==> src/rtl/spi_frame_slave.sv <==
// Mode-0 SPI slave oversampled in the clk domain, with a double-buffered receive word published on commit.
// Optional build macro SPI_ECHO_EN: each frame transmits the last received word instead of d.
module spi_frame_slave #(
  parameter int                WIDTH       = 32,
  parameter int                SYNC_STAGES = 2,
  parameter logic [WIDTH-1:0]  RESET_Q     = '0
) (
  input  logic             clk,
  input  logic             reset,
  input  logic             sck,
  input  logic             cs_n,
  input  logic             sdo,
  output logic             sdi,
  input  logic [WIDTH-1:0] d,
  input  logic             commit,
  output logic [WIDTH-1:0] q,
  output logic             rx_valid,
  output logic             frame_err,
  output logic             overrun
);

  localparam int CW = $clog2(WIDTH + 1);

  typedef enum logic [2:0] {
    RESYNC = 3'd0,
    IDLE   = 3'd1,
    SHIFT  = 3'd2,
    DONE   = 3'd3,
    HOLD   = 3'd4
  } state_t;

  logic [SYNC_STAGES-1:0] sck_sync_r, cs_sync_r, sdo_sync_r;
  logic                   sck_d_r, cs_d_r, commit_d_r;
  logic                   sck_s, cs_s, sdo_s;
  logic                   sck_rise_s, sck_fall_s, cs_rise_s, cs_fall_s, commit_rise_s;
  logic [WIDTH-1:0]       load_s;

  state_t                 state_r;
  logic [WIDTH-1:0]       txsr_r, rxsr_r, pending_r, q_r;
  logic [CW-1:0]          bitcnt_r;
  logic                   pend_valid_r, sdi_r, rx_valid_r, frame_err_r, overrun_r;

  // Synchroniser chains; cs_n resets to "selected" so RESYNC only leaves on a genuinely high cs_n
  always_ff @(posedge clk) begin
    if (reset) begin
      sck_sync_r <= '0;
      cs_sync_r  <= '0;
      sdo_sync_r <= '0;
      sck_d_r    <= 1'b0;
      cs_d_r     <= 1'b0;
      commit_d_r <= 1'b1;
    end else begin
      sck_sync_r <= {sck_sync_r[SYNC_STAGES-2:0], sck};
      cs_sync_r  <= {cs_sync_r[SYNC_STAGES-2:0], cs_n};
      sdo_sync_r <= {sdo_sync_r[SYNC_STAGES-2:0], sdo};
      sck_d_r    <= sck_s;
      cs_d_r     <= cs_s;
      commit_d_r <= commit;
    end
  end

  assign sck_s         = sck_sync_r[SYNC_STAGES-1];
  assign cs_s          = cs_sync_r[SYNC_STAGES-1];
  assign sdo_s         = sdo_sync_r[SYNC_STAGES-1];
  assign sck_rise_s    = sck_s & ~sck_d_r;
  assign sck_fall_s    = ~sck_s & sck_d_r;
  assign cs_rise_s     = cs_s & ~cs_d_r;
  assign cs_fall_s     = ~cs_s & cs_d_r;
  assign commit_rise_s = commit & ~commit_d_r;

`ifdef SPI_ECHO_EN
  assign load_s = pending_r;
`else
  assign load_s = d;
`endif

  // Frame FSM, receive/transmit shifters, pending buffer and commit path
  always_ff @(posedge clk) begin
    if (reset) begin
      state_r      <= RESYNC;
      txsr_r       <= '0;
      rxsr_r       <= '0;
      bitcnt_r     <= '0;
      pending_r    <= RESET_Q;
      pend_valid_r <= 1'b0;
      q_r          <= RESET_Q;
      sdi_r        <= 1'b0;
      rx_valid_r   <= 1'b0;
      frame_err_r  <= 1'b0;
      overrun_r    <= 1'b0;
    end else begin
      rx_valid_r  <= 1'b0;
      frame_err_r <= 1'b0;
      if (commit_rise_s) begin
        q_r          <= pending_r;
        pend_valid_r <= 1'b0;
      end
      case (state_r)
        RESYNC: begin
          sdi_r <= 1'b0;
          if (cs_s) state_r <= IDLE;
        end
        IDLE: begin
          sdi_r <= 1'b0;
          if (cs_fall_s) begin
            txsr_r   <= load_s;
            bitcnt_r <= '0;
            sdi_r    <= load_s[WIDTH-1];
            state_r  <= SHIFT;
          end
        end
        SHIFT: begin
          // cs_rise beats a coincident sck_rise: the sample is dropped
          if (cs_rise_s) begin
            sdi_r   <= 1'b0;
            if (bitcnt_r != CW'(0)) frame_err_r <= 1'b1;
            state_r <= IDLE;
          end else if (sck_rise_s) begin
            rxsr_r   <= {rxsr_r[WIDTH-2:0], sdo_s};
            bitcnt_r <= bitcnt_r + CW'(1);
            if (bitcnt_r == CW'(WIDTH - 1)) state_r <= DONE;
          end else if (sck_fall_s) begin
            txsr_r <= {txsr_r[WIDTH-2:0], 1'b0};
            sdi_r  <= txsr_r[WIDTH-2];
          end
        end
        DONE: begin
          pending_r  <= rxsr_r;
          rx_valid_r <= 1'b1;
          sdi_r      <= 1'b0;
          // A commit landing on this cycle bypasses straight to q and consumes the new word
          if (commit_rise_s) begin
            q_r          <= rxsr_r;
            pend_valid_r <= 1'b0;
          end else begin
            pend_valid_r <= 1'b1;
            if (pend_valid_r) overrun_r <= 1'b1;
          end
          state_r <= cs_rise_s ? IDLE : HOLD;
        end
        HOLD: begin
          sdi_r <= 1'b0;
          if (cs_rise_s) state_r <= IDLE;
        end
        default: begin
          sdi_r   <= 1'b0;
          state_r <= RESYNC;
        end
      endcase
    end
  end

  assign sdi       = sdi_r;
  assign q         = q_r;
  assign rx_valid  = rx_valid_r;
  assign frame_err = frame_err_r;
  assign overrun   = overrun_r;

endmodule
==> config.mk <==
export PLATFORM = sky130hd
export DESIGN_NAME = spi_frame_slave
export DESIGN_NICKNAME = d
export VERILOG_FILES = /design/src/rtl/spi_frame_slave.sv
export SDC_FILE = /design/constraint.sdc
export NUM_CORES = 1
export LEC_CHECK = 0
export BUFFER_PORTS_ARGS = -buffer_cell sky130_fd_sc_hd__buf_2
export CORE_ASPECT_RATIO = 0.75
export CORE_MARGIN = 2
export CORE_UTILIZATION = 50
export DETAILED_ROUTE_END_ITERATION = 10
export MAX_ROUTING_LAYER = met4
export PLACE_DENSITY = 0.8
export SETUP_SLACK_MARGIN = 0.1
export SYNTH_ARGS = -nofsm -noshare
export SYNTH_HDL_FRONTEND = slang
export SYNTH_SLANG_ARGS = --single-unit
==> constraint.sdc <==
create_clock -name clk -period 2.2 [get_ports clk]
set_clock_uncertainty 0.05 [all_clocks]
set_input_delay 0.44 -clock clk [delete_from_list [all_inputs] [get_ports clk]]
set_output_delay 0.44 -clock clk [all_outputs]
set_load 0.02 [all_outputs]
==> results.yml <==
clock_tree:
  cts_buffers: 17
  cts.hold.buffers_added: 0
  ctsHtreeMaxLevel: 4
  clk_pin_slew_ps: 60
  clk_latency_ps: 410
  cts_setup_buffers: 0
  cts_tree: "done"
  cts-root-buf: "clkbuf_16"
  cts_sinks: 150
  clockBufferDepth: 2
synth:
  synth_edf_count: 0
  syn-cell-area_um2: 5446
  ys_async_sr_fraction: 0
  netlist_instances: 598
  ys_ff_latch: 150
  yosysSeqAreaShare: 0.5513
  syn_nets: 638
  avgSynthCellArea_um2: 9.108
  synth_ff_type: "dfxtp_1"
  ys_types: 33
  yosys_warnings: 0
die:
  start_util: 0.5212
  pin_count: 74
  die_h_um: 94.39
  die_area_um2: 11750
  fp.dieW_um: 124.5
  rows: 32
  core_um2: 10450
finish:
  fin_area_um2: 6487
  multi_input_area_um2: 2252
  syn_to_final_growth_pct: 19.11
  n_fill_cell: 824
  utilization: 0.6208
  antennaDiodeCount: 0
  layout_commonest_cell: "dfxtp_1"
  fin_nets: 697
  layout_common_cells: "dfxtp_1, nand2_1, a21oi_1, buf_2, nor2_1"
  layout-drive-gt1-share: 0.1896
  seq_area_um2: 3003
drt:
  drt_wl_total_um: 10970
  drc: 0
  avgViaCountPerCell: 5.253
  drt_pass1_iterations: 4
  drt_iter0_drc: 262
  via_count: 4234
  postRouteAntennaNets: 0
  wire_per_inst_um: 13.61
placement:
  place_area_um2: 5918
  gp_congestion: 0.8174
  dp_hpwl_um: 6986
  pre_cts_ws_ps: 274.1
  numPortBuffers: 73
power_and_ir_drop:
  p_per_area_nw_per_um2: 885.5
  leakagePower_nw: 2.485
  p_total_mw: 5.745
  peakVddDrop_mv: 0.5950
job:
  drv_cap: 0
global_routing:
  track_usage: 0.2057
  overflow: 0
  antenna_found_initial: 0
  grt_pass1_vias: 4139
  grt_max_degree: 61
  grt_pass1_wl_um: 18980
timing:
  rsz0062_at_grt: "false"
  final.setup.tns_ps: 0
  finalCriticalPeriod_ps: 1932
  setup_slack_ps: 268.0
  finalSetupViolCount: 0
  fmax_mhz: 517.6
  tightestPinTransition_ps: 580.8
  relSlewSlack: 0.6077
  finalCritPeriodShare: 0.8782
  finalHoldViolations: 0
  drv_slew: 0
critical_path:
  crit_arrival_ps: 2190
  end_kind: "register"
  ff2ff_path_depth: 5
  start_kind: "register"
  required_ps: 2460
  path_class: "reg2reg"
  critPathMaxFanout: 7
worst_hold_path:
  hold_class: "in2reg"
  holdPathStages: 2
outcome:
  status: "completed"
final cells by class:
type,instances,area share
clock buffer,18,0.06615
sequential,150,0.4629
inverter,7,0.004050
clock inverter,14,0.01987
timing repair buffer,86,0.07367
multi-input combinational,395,0.3472
tap,136,0.02623
per-layer routing:
metal	wire length (um)	track usage	up-vias
met5	0	-	-
met4	157	0.07959	0
met3	460	0.04759	21
met2	5100	0.3365	100
met1	5254	0.2512	1946
li1	-	-	2167
logic make-up after synthesis:
logic type               share of synthesized area
flip-flops                                  0.5513
buffers and inverters                      0.04066
XOR/XNOR                                  0.008040
AO/OA/AOI/OAI                               0.1723
AND/OR/NAND/NOR                             0.1679
multiplexers                               0.05513
adder cells (fa/ha/maj)                   0.004594
cells in the mapped netlist, types with 2 or more instances:
cell type	n	area share
o22a_1	32	0.051
xnor2_1	5	0.0080
o21a_1	2	0.0028
nor2b_1	12	0.014
clkbuf_1	26	0.018
a31oi_1	2	0.0023
nor2_1	42	0.029
or2_2	2	0.0023
buf_1	2	0.0014
nand3_1	2	0.0018
and2_1	2	0.0023
a211oi_1	31	0.043
buf_2	18	0.017
mux2i_1	30	0.055
nor4_1	3	0.0034
o21ai_0	2	0.0018
dfxtp_1	150	0.55
inv_1	7	0.0048
nand2b_1	3	0.0034
ha_1	2	0.0046
nand2_1	136	0.094
a21oi_1	72	0.066
nor3b_1	2	0.0028
nor3_1	4	0.0037
sequential cells by signal, summed over array words and instances (netlist names):
| register | count |
|---|---|
| sdo_sync_r | 2 |
| rxsr_r | 32 |
| txsr_r | 31 |
| cs_sync_r | 2 |
| bitcnt_r | 6 |
| q | 32 |
| frame_err | 1 |
| pend_valid_r | 1 |
| sck_sync_r | 2 |
| sdi | 1 |
| sck_d_r | 1 |
| state_r | 3 |
| pending_r | 32 |
| overrun | 1 |
| cs_d_r | 1 |
| rx_valid | 1 |
| commit_d_r | 1 |
power breakdown:
group          switching, mW  leakage, nW  internal [mW]
clock network           1.16        0.255           1.56
registers             0.0234         1.21           2.76
logic                  0.138         1.02         0.0986
through the flow:
stage	hold slack, ps	instances
after floorplan	363.8	598
after global placement	375.1	774
after detailed placement	375.7	774
after CTS	176.3	806
after global routing	176.6	806
final	186.4	806
path summary, 6_finish.rpt:
kind,startpoint,endpoint,slack (ps)
setup / recovery,state_r[1],bitcnt_r[5],270
setup reg to reg,state_r[1],bitcnt_r[5],270
hold reg to reg,sdo_sync_r[1],rxsr_r[0],390
hold / removal,commit,commit_d_r,190
timing repair:
| item | 4_1_cts | 5_1_grt |
|---|---|---|
| gates resized for setup | 0 | 2 |
| endpoints found under the hold margin | 0 | 0 |
| endpoints found under the setup margin | 0 | 7 |
worst max-delay path, cell delays in order, from the launching register on:
cell     delay, ps
dfxtp_1        450
nor2b_1        310
a41oi_1        330
nor4_2         440
xnor2_1        190
nor2_1          60
Note: power is estimated with default switching activity, not from simulation.
